### config.mk
export PLATFORM = sky130hd
export DESIGN_NAME = uart_tx_parity
export DESIGN_NICKNAME = d
export VERILOG_FILES = /design/src/rtl/uart_tx_parity.sv
export SDC_FILE = /design/constraint.sdc
export NUM_CORES = 1
export LEC_CHECK = 0
export ABC_AREA = 0
export CAP_MARGIN = 15
export CORE_ASPECT_RATIO = 0.75
export CORE_MARGIN = 1
export CORE_UTILIZATION = 45
export DETAILED_ROUTE_END_ITERATION = 12
export GPL_TIMING_DRIVEN = 1
export PLACE_DENSITY = 0.65
export SETUP_SLACK_MARGIN = 0.15
export SYNTH_ARGS = -nofsm -noshare
export SYNTH_HDL_FRONTEND = slang
export SYNTH_SLANG_ARGS = --single-unit
export TNS_END_PERCENT = 10
### constraint.sdc
create_clock -name clock -period 5 [get_ports clock]
set_input_delay 1 -clock clock [delete_from_list [all_inputs] [get_ports clock]]
set_output_delay 1 -clock clock [all_outputs]
set_load 0.02 [all_outputs]
### src/rtl/uart_tx_parity.sv
// UART transmitter: start bit, 8 data bits LSB first, optional even-parity bit, one stop bit.
// Define UART_TX_PARITY_EN to include the parity bit (11-bit frame); otherwise the frame is 10 bits.
module uart_tx_parity #(
  parameter int unsigned CLKS_PER_BIT = 16
) (
  input  logic       clock,
  input  logic       reset_n,
  input  logic       tx_start,
  input  logic [7:0] tx_data,
  output logic       tx_serial,
  output logic       tx_busy,
  output logic       tx_done,
  output logic [2:0] dbg_state_o
);

  // Handshake: tx_start is a strobe honoured only while idle (tx_busy low, which includes
  // the tx_done cycle); tx_data is captured on that edge and ignored afterwards. A strobe
  // while tx_busy is high is dropped, never queued.

  typedef enum logic [2:0] {
    S_IDLE   = 3'd0,
    S_START  = 3'd1,
    S_DATA   = 3'd2,
    S_STOP   = 3'd4
`ifdef UART_TX_PARITY_EN
    , S_PARITY = 3'd3
`endif
  } state_e;

  localparam logic [15:0] BAUD_LAST = 16'(CLKS_PER_BIT - 1);

  state_e      state_q, state_d;
  logic [15:0] baud_q, baud_d;
  logic [2:0]  bit_idx_q, bit_idx_d;
  logic [7:0]  shift_q, shift_d;
  logic        serial_q, serial_d;
  logic        busy_q, busy_d;
  logic        done_q, done_d;
  logic        baud_end;
`ifdef UART_TX_PARITY_EN
  logic        parity_q, parity_d;
`endif

  assign baud_end    = (baud_q == BAUD_LAST);
  assign tx_serial   = serial_q;
  assign tx_busy     = busy_q;
  assign tx_done     = done_q;
  assign dbg_state_o = state_q;

  always_ff @(posedge clock or negedge reset_n) begin
    if (!reset_n) begin
      state_q   <= S_IDLE;
      baud_q    <= '0;
      bit_idx_q <= '0;
      shift_q   <= '0;
      serial_q  <= 1'b1;
      busy_q    <= 1'b0;
      done_q    <= 1'b0;
`ifdef UART_TX_PARITY_EN
      parity_q  <= 1'b0;
`endif
    end else begin
      state_q   <= state_d;
      baud_q    <= baud_d;
      bit_idx_q <= bit_idx_d;
      shift_q   <= shift_d;
      serial_q  <= serial_d;
      busy_q    <= busy_d;
      done_q    <= done_d;
`ifdef UART_TX_PARITY_EN
      parity_q  <= parity_d;
`endif
    end
  end

  always_comb begin
    state_d   = state_q;
    baud_d    = baud_q;
    bit_idx_d = bit_idx_q;
    shift_d   = shift_q;
    serial_d  = serial_q;
    busy_d    = busy_q;
    done_d    = 1'b0;
`ifdef UART_TX_PARITY_EN
    parity_d  = parity_q;
`endif

    case (state_q)
      S_IDLE: begin
        serial_d = 1'b1;
        busy_d   = 1'b0;
        if (tx_start) begin
          shift_d  = tx_data;
`ifdef UART_TX_PARITY_EN
          parity_d = ^tx_data;
`endif
          baud_d   = '0;
          state_d  = S_START;
          busy_d   = 1'b1;
          serial_d = 1'b0;
        end
      end

      S_START: begin
        if (baud_end) begin
          baud_d    = '0;
          bit_idx_d = '0;
          serial_d  = shift_q[0];
          shift_d   = {1'b0, shift_q[7:1]};
          state_d   = S_DATA;
        end else begin
          baud_d = baud_q + 16'd1;
        end
      end

      // The shift register always holds the next data bit in position 0.
      S_DATA: begin
        if (baud_end) begin
          baud_d = '0;
          if (bit_idx_q == 3'd7) begin
`ifdef UART_TX_PARITY_EN
            serial_d = parity_q;
            state_d  = S_PARITY;
`else
            serial_d = 1'b1;
            state_d  = S_STOP;
`endif
          end else begin
            bit_idx_d = bit_idx_q + 3'd1;
            serial_d  = shift_q[0];
            shift_d   = {1'b0, shift_q[7:1]};
          end
        end else begin
          baud_d = baud_q + 16'd1;
        end
      end

`ifdef UART_TX_PARITY_EN
      S_PARITY: begin
        if (baud_end) begin
          baud_d   = '0;
          serial_d = 1'b1;
          state_d  = S_STOP;
        end else begin
          baud_d = baud_q + 16'd1;
        end
      end
`endif

      S_STOP: begin
        if (baud_end) begin
          baud_d   = '0;
          serial_d = 1'b1;
          busy_d   = 1'b0;
          done_d   = 1'b1;
          state_d  = S_IDLE;
        end else begin
          baud_d = baud_q + 16'd1;
        end
      end

      default: begin
        state_d  = S_IDLE;
        baud_d   = '0;
        serial_d = 1'b1;
        busy_d   = 1'b0;
      end
    endcase
  end

endmodule

Word-level counts from Yosys, hierarchy flattened
Index checks and enable logic that the tools add are counted.
{"block": "totals", "elab_cells": 59, "regBits": 33, "inputBits": 11, "out_inout_bits": 6}
{"block": "op_classes", "n_eq_ne": 11, "mux": 28, "add_sub_neg": 2, "reduce_logical": 10, "bitwise": 1}
{"op": "$mux 16", "n": 2}
{"op": "$mux 8", "n": 4}
{"op": "$pmux 16 s2", "n": 1}
{"op": "$pmux 8 s3", "n": 1}
{"op": "$mux 3", "n": 7}
{"op": "$add 16x1->16 const B", "n": 1}
{"op": "$eq 16x4->1 const B", "n": 1}
{"op": "$ne 2x2->1 const B", "n": 6}
{"op": "$pmux 3 s4", "n": 1}
{"op": "$reduce_and 5->1", "n": 2}
{"op": "$mux 1", "n": 9}
{"op": "$eq 3x3->1 const B", "n": 2}
{"op": "$pmux 3 s2", "n": 1}
{"op": "$pmux 1 s4", "n": 1}
{"op": "$reduce_and 4->1", "n": 1}
{"op": "$add 3x1->3 const B", "n": 1}
{"op": "$eq 3x1->1 const B", "n": 1}
{"op": "$eq 3x2->1 const B", "n": 1}
{"op": "$logic_not 3->1", "n": 1}
{"op": "$pmux 1 s3", "n": 1}
{"op": "$reduce_and 3->1", "n": 1}
{"op": "$reduce_bool 3->1", "n": 1}
{"op": "$reduce_or 3->1", "n": 1}
{"op": "$reduce_and 2->1", "n": 1}
{"op": "3 further kinds", "n": 3}

Logic depth before layout (Yosys ltp)
Gate-level depths: netlist (run 1).
{"block": "logic_depth", "ltp_word": 4, "depth_mapped": 6, "mapped_depth_nobuf": 5}

Worst setup path before layout (run 1)
OpenSTA, ideal clock, no wires.
{"block": "synth_timing", "path_kind": "input port to flip-flop", "start": "input tx_start", "end": "register baud_q[15]", "t_required_ns": 4.920, "arrival_ns": 2.167, "n_path_buf": 1, "setup_ns": 0.080, "stages": 5, "path_slack_ns": 2.753, "path_cell_list": "o41ai_2 > or4_1 > buf_2 > or4_1 > a21oi_1"}
{"block": "synth_between", "elab_chain_cells": 1}
{"element": "from (decl)", "line": "8", "source": "input logic tx_start,"}
{"element": "$ne 2x2->1 (no source line)"}
{"element": "to (signal assigned)", "line": "64", "source": "baud_q <= baud_d;"}
{"element": "to (decl)", "line": "33", "source": "logic [15:0] baud_q, baud_d;"}
No other way between the ends.
A chain may end at the register's enable or synchronous reset.

Worst setup path in the final report (run 1)
Ends and elaborated chain as after synthesis.

==> results_dict.tcl, run 1 <==
set metrics [dict create \
    synth_area_um2 1740 \
    vias 1442 \
    vdd_ir_drop_max_uv 289 \
    finalCriticalPeriod_ns 2.73 \
    initialDrtViolationCount 102 \
    tightest_slew_ns 0.890 \
    clkLatencyLatePin_ns 0.29 \
    power.leakage_uw 0.000802 \
    hold_viol 0 \
    min_path_cells 1 \
    p_per_area_nw_per_um2 409 \
    worst-path-max-fanout 9 \
    yosysMostFrequentCell "dfrtp_1" \
    syn_avg_cell_area_um2 9.92 \
    cap_viol_max_count 0 \
    vias_per_cell 5.91 \
    hold_class "flip-flop to flip-flop" \
    io_pins 17 \
    grt_max_degree 34 \
    max_clock_freq_mhz 366 \
    cts_resized 0 \
    h-tree-depth 2 \
    ys_warn_count 0 \
    cts_hold_buf 0 \
    drive_gt1_share_pct 15.1 \
    synth_enable_flop_cells 0 \
    min_to "shift_q[7]$_DFFE_PN0P_" \
    dpl.hpwl_um 2590 \
    postSynthCellCount 175 \
    die_h_um 55.8 \
    critPathKind "primary input to flip-flop" \
    place_congestion 0.795 \
    rsz0062_at_grt "false" \
    cts_sinks 33 \
    grt_pass1_vias 1425 \
    ys_top_cells_by_count "dfrtp_1, nand2_1, a21oi_1" \
    yosysSeqAreaShare_pct 47.6 \
    cts_tree "done" \
    wirelength_um 3710 \
    cts.path.max_buffers 2 \
    async_reset_ff_share_pct 100 \
    synth_top_area_share_pct 46.1 \
    holdWs_ns 0.524 \
    cp-startpoint "tx_start" \
    cts_buffers 5 \
    status "finished clean" \
    core_area_um2 3680 \
    initial_utilization_pct 47.1 \
    fin_skew_ns 0.00341 \
    drc 0 \
    dieArea_um2 4110 \
    firstDrtPassIters 5 \
    setup_viol 0 \
    portBuffers 16 \
    antenna_left 0 \
    grt_use_total_pct 21.2 \
    area_growth_pct 16.4 \
    end_kind "flip-flop" \
    gr-total-overflow 0 \
    grt_antenna_before_repair 0 \
    slew_headroom_pct 40.2 \
    synth_nets 189 \
    ys_ff_latch 33 \
    r2r_start "baud_q[0]$_DFFE_PN0P_" \
    cp_data_required_time_ns 5.21 \
    synth_cell_types 45 \
    final_max_slew_viol_count 0 \
    clk_pin_slew_worst_paths_ns 0.07 \
    preCtsSetupSlack_ns 1.96 \
    yosys.area.top_type "dfrtp_1" \
    setup_ws_ns 2.27 \
    fin_tns_setup_ns 0 \
    critPathLaunchType "primary input" \
    ys_top_cells_by_area "dfrtp_1, o221a_2, or2_2" \
    fin_nets 205 \
    min_from "shift_q[7]$_DFFE_PN0P_" \
    cts_setup_buffers 0 \
    r2r_slack_ns 2.72 \
    rr_worst_depth 5 \
    diodes 0 \
    cp.arrival_ns 2.94 \
    wire_per_inst_um 15.2 \
    synth_top_flop_cell "dfrtp_1" \
    num_rows 19 \
    reg2reg_to "dbg_state_o[2]$_DFFE_PN0P_" \
    grt_pass1_wl_um 6500 \
    cts_root_buffer "clkbuf_8" \
    die_w_um 73.7 \
    fin_crit_sh_pct 54.7 \
]
## critical path: stages
cell	delay (ns)
clkdlybuf4s50_1	0.60
o41ai_2	0.08
or4_1	0.57
or4_1	0.52
a21oi_1	0.17
## cell usage in the layout, fill, tap and decap left out, drive strengths merged, types with 2 or more instances in the layout
cell type	netlist	routed
o221a	7	7
nand2b	4	4
a21oi	11	11
dfrtp	32	32
nand2	13	13
clkinv	0	2
inv	7	7
clkbuf	4	5
or2	9	9
nor2	9	9
a31o	2	2
ha	3	3
a22o	6	6
and3	2	2
o31ai	4	4
o22ai	3	3
nand3	9	9
nor4	5	5
or4	5	5
clkdlybuf4s50	0	16
nor3	2	2
o211ai	2	2
o21ai	9	9
xnor2	3	3
nand4	2	2
or3	3	3
## worst max-delay path by stage
stage | slack [ns] | endpoint
after floorplan | 2.75 | baud_q[15]$_DFFE_PN0P_
after global placement | 2.06 | baud_q[15]$_DFFE_PN0P_
after detailed placement | 1.96 | baud_q[15]$_DFFE_PN0P_
after CTS | 2.28 | baud_q[15]$_DFFE_PN0P_
after global routing | 2.22 | baud_q[15]$_DFFE_PN0P_
final | 2.27 | baud_q[15]$_DFFE_PN0P_
## metrics by stage
step	instances	power, uW	area, um2	utilization (%)
6_report	244	827	2020	54.8
5_1_grt	244	876	2020	54.8
4_1_cts	244	832	2020	54.8
3_5_place_dp	236	630	1930	52.5
3_3_place_gp	236	618	1930	52.5
2_1_floorplan	175	551	1740	-
## layer usage
metal	routed length, um	vias up	global-route usage [%]	share of wire, %
li1	-	690	-	-
met1	1850	705	30.0	50
met2	1590	41	30.4	43
met3	218	6	7.07	5.9
met4	44	0	7.14	1.2
met5	0	-	0	0
## state kept, by name, summed over array words and instances (netlist names)
name / count
baud_q: 16
shift_q: 8
bit_idx_q: 3
dbg_state_o: 3
tx_busy: 1
tx_done: 1
tx_serial: 1
## final cells by class
class,count,area [um2]
Clock buffer,5,68.8
Clock inverter,3,17.5
Fill cell,329,1660
Inverter,7,26.3
Multi-Input combinational cell,127,848
Sequential cell,33,827
Tap cell,52,65.1
Timing Repair Buffer,17,168
## report_power, final
part	switching, uW	internal [uW]
Clock	103	95.9
Sequential	59.7	332
Combinational	119	118
## kinds of logic after synthesis
group / Yosys count / share of synthesized area [%]
buf+inv: 15 / 3.53
fa+ha+maj: 3 / 2.16
simple gates: 69 / 22.4
flops: 33 / 47.6
xor+xnor: 4 / 2.02
compound gates: 50 / 21.7
mux: 1 / 0.576
No activity file was read; power rests on OpenSTA's default activity.
==> inputs of run 2 (changes only) <==
PLACE_DENSITY = 0.68   (was 0.65)
clock period = 2.3 ns   (was 5 ns; I/O delays follow)
==> run 2 against run 1 <==
Wire length grew 0.73%. First-iteration DRC count grew 27%. Combinational power grew 130%. Highest routed layer unchanged. Via count grew 0.28%. Utilization grew 1.4 points. Design area grew 2.5%. Clock power grew 120%. Largest power group unchanged. Sequential power grew 120%.
==> results_dict.tcl, run 2 (synthesis gave the netlist of run 1 again) <==
set metrics [dict create \
    firstDrtPassIters 4 \
    vias 1446 \
    max_clock_freq_mhz 488 \
    cts_tree "done" \
    grt_pass1_vias 1341 \
    grt_use_total_pct 20.2 \
    antenna_left 0 \
    gr-total-overflow 0 \
    grt_max_degree 34 \
    cp.arrival_ns 2.26 \
    fin_nets 211 \
    largest_reg_flops 16 \
    status "finished clean" \
    portBuffers 16 \
    fillers 328 \
    clkLatencyLatePin_ns 0.29 \
    slew_headroom_pct 67.4 \
    clk_pin_slew_worst_paths_ns 0.06 \
    top_regs "baud_q (16), shift_q (8)" \
    dieArea_um2 4110 \
    setup_viol 0 \
    finalPower_uw 1820 \
    cts_hold_buf 0 \
    final_max_slew_viol_count 0 \
    dpl.hpwl_um 2660 \
    finalCriticalPeriod_ns 2.05 \
    cts_sinks 33 \
    drive_gt1_share_pct 17.3 \
    rsz0062_at_grt "false" \
    die_w_um 73.7 \
    critPathKind "primary input to flip-flop" \
    worst-path-max-fanout 5 \
    cts_buffers 5 \
    placedInstanceArea_um2 1980 \
    drc 0 \
    cts.path.max_buffers 2 \
    end_kind "flip-flop" \
    die_h_um 55.8 \
    fin_skew_ns 0.00466 \
    hold_viol 0 \
    h-tree-depth 2 \
    cp_data_required_time_ns 2.51 \
    fin_util_pct 56.2 \
    area_growth_pct 19.2 \
    vias_per_cell 5.81 \
    initialDrtViolationCount 130 \
    fin_crit_sh_pct 89.1 \
    power.leakage_uw 0.000830 \
    p_per_area_nw_per_um2 881 \
    layout_common_cells "dfrtp_1, clkdlybuf4s50_1, nand2_1" \
    cap_viol_max_count 0 \
    initial_utilization_pct 47.1 \
    multi_input_area_um2 853 \
    place_congestion 0.809 \
    diodes 0 \
    wirelength_um 3740 \
    grt_antenna_before_repair 0 \
    hold_class "flip-flop to flip-flop" \
    critPathLaunchType "primary input" \
    layout_commonest_cell "dfrtp_1" \
    final_cell_area_um2 2070 \
    io_pins 17 \
    tightest_slew_ns 0.489 \
    grt_pass1_wl_um 6160 \
    vdd_ir_drop_max_uv 754 \
    max_flop_register "baud_q" \
    num_rows 19 \
    wire_per_inst_um 15.0 \
    core_area_um2 3680 \
    ff_latch_area_um2 827 \
    r2r_slack_ns 0.30 \
    cts_root_buffer "clkbuf_8" \
]
==> run 2: cell types whose count changed in the layout (fill, tap and decap cells not counted) <==
| cell | before | now |
|---|---|---|
| clkinv_2 | 2 | 0 |
| buf_4 | 1 | 7 |
| nand3_2 | 1 | 2 |
| nand3_1 | 8 | 7 |
| clkbuf_8 | 5 | 6 |
| clkinvlp_4 | 1 | 0 |
| clkbuf_1 | 0 | 1 |
==> run 2: repair_timing <==
action | 4_1_cts | 5_1_grt
hold endpoints to repair | 0 | 0
setup buffers | 0 | 0
endpoints found under the setup margin | 0 | 8
gates resized for setup | 0 | 1
==> run 2: cell type report <==
cell class | count | area share [%]
multi-input cells | 127 | 41.2
flip-flops and latches | 33 | 39.9
inverters | 7 | 1.27
well taps | 52 | 3.14
clock buffers | 7 | 4.17
repair buffers | 23 | 10.3
==> run 2: worst paths after layout <==
kind                                         from                       end  depth (start not counted)
hold / removal             shift_q[7]$_DFFE_PN0P_    shift_q[7]$_DFFE_PN0P_                          1
setup reg to reg            baud_q[0]$_DFFE_PN0P_    baud_q[14]$_DFFE_PN0P_                          5
setup / recovery                         tx_start    baud_q[15]$_DFFE_PN0P_                          5
hold reg to reg            shift_q[7]$_DFFE_PN0P_    shift_q[7]$_DFFE_PN0P_                          1
min in group asynchronous                 reset_n  bit_idx_q[2]$_DFFE_PN0P_                          2
max in group asynchronous                 reset_n     tx_serial$_DFFE_PN1P_                          2
==> run 2: worst max-delay path, cell delays in order <==
cell,delay (ns)
clkdlybuf4s50_1,0.55
o41ai_2,0.07
or4_1,0.51
or4_1,0.50
a21oi_1,0.17
==> run 2: metrics by stage <==
stage,std cells,hold slack (ns),setup WS [ns],TNS [ns]
after detailed placement,242,0.509,-0.0219,-0.0263
after CTS,249,0.523,0.261,0
final,249,0.522,0.251,0
after floorplan,175,0.164,0.345,0
after global placement,242,0.487,0.0292,0
after global routing,249,0.552,0.150,0
==> run 2: layer usage <==
metal  wire length (um)  GRT usage (%)  up-vias
li1                   -              -      700
met1               1950           29.5      713
met2               1600           28.3       29
met3                150           4.89        4
met4                 33           9.34        0
met5                  0              0        -
==> run 2: report_power, final <==
| part | switching, uW | internal [uW] | total, uW |
|---|---|---|---|
| Sequential | 124 | 722 | 846 |
| Clock | 203 | 237 | 440 |
| Combinational | 267 | 270 | 537 |
| Total | 595 | 1230 | 1820 |
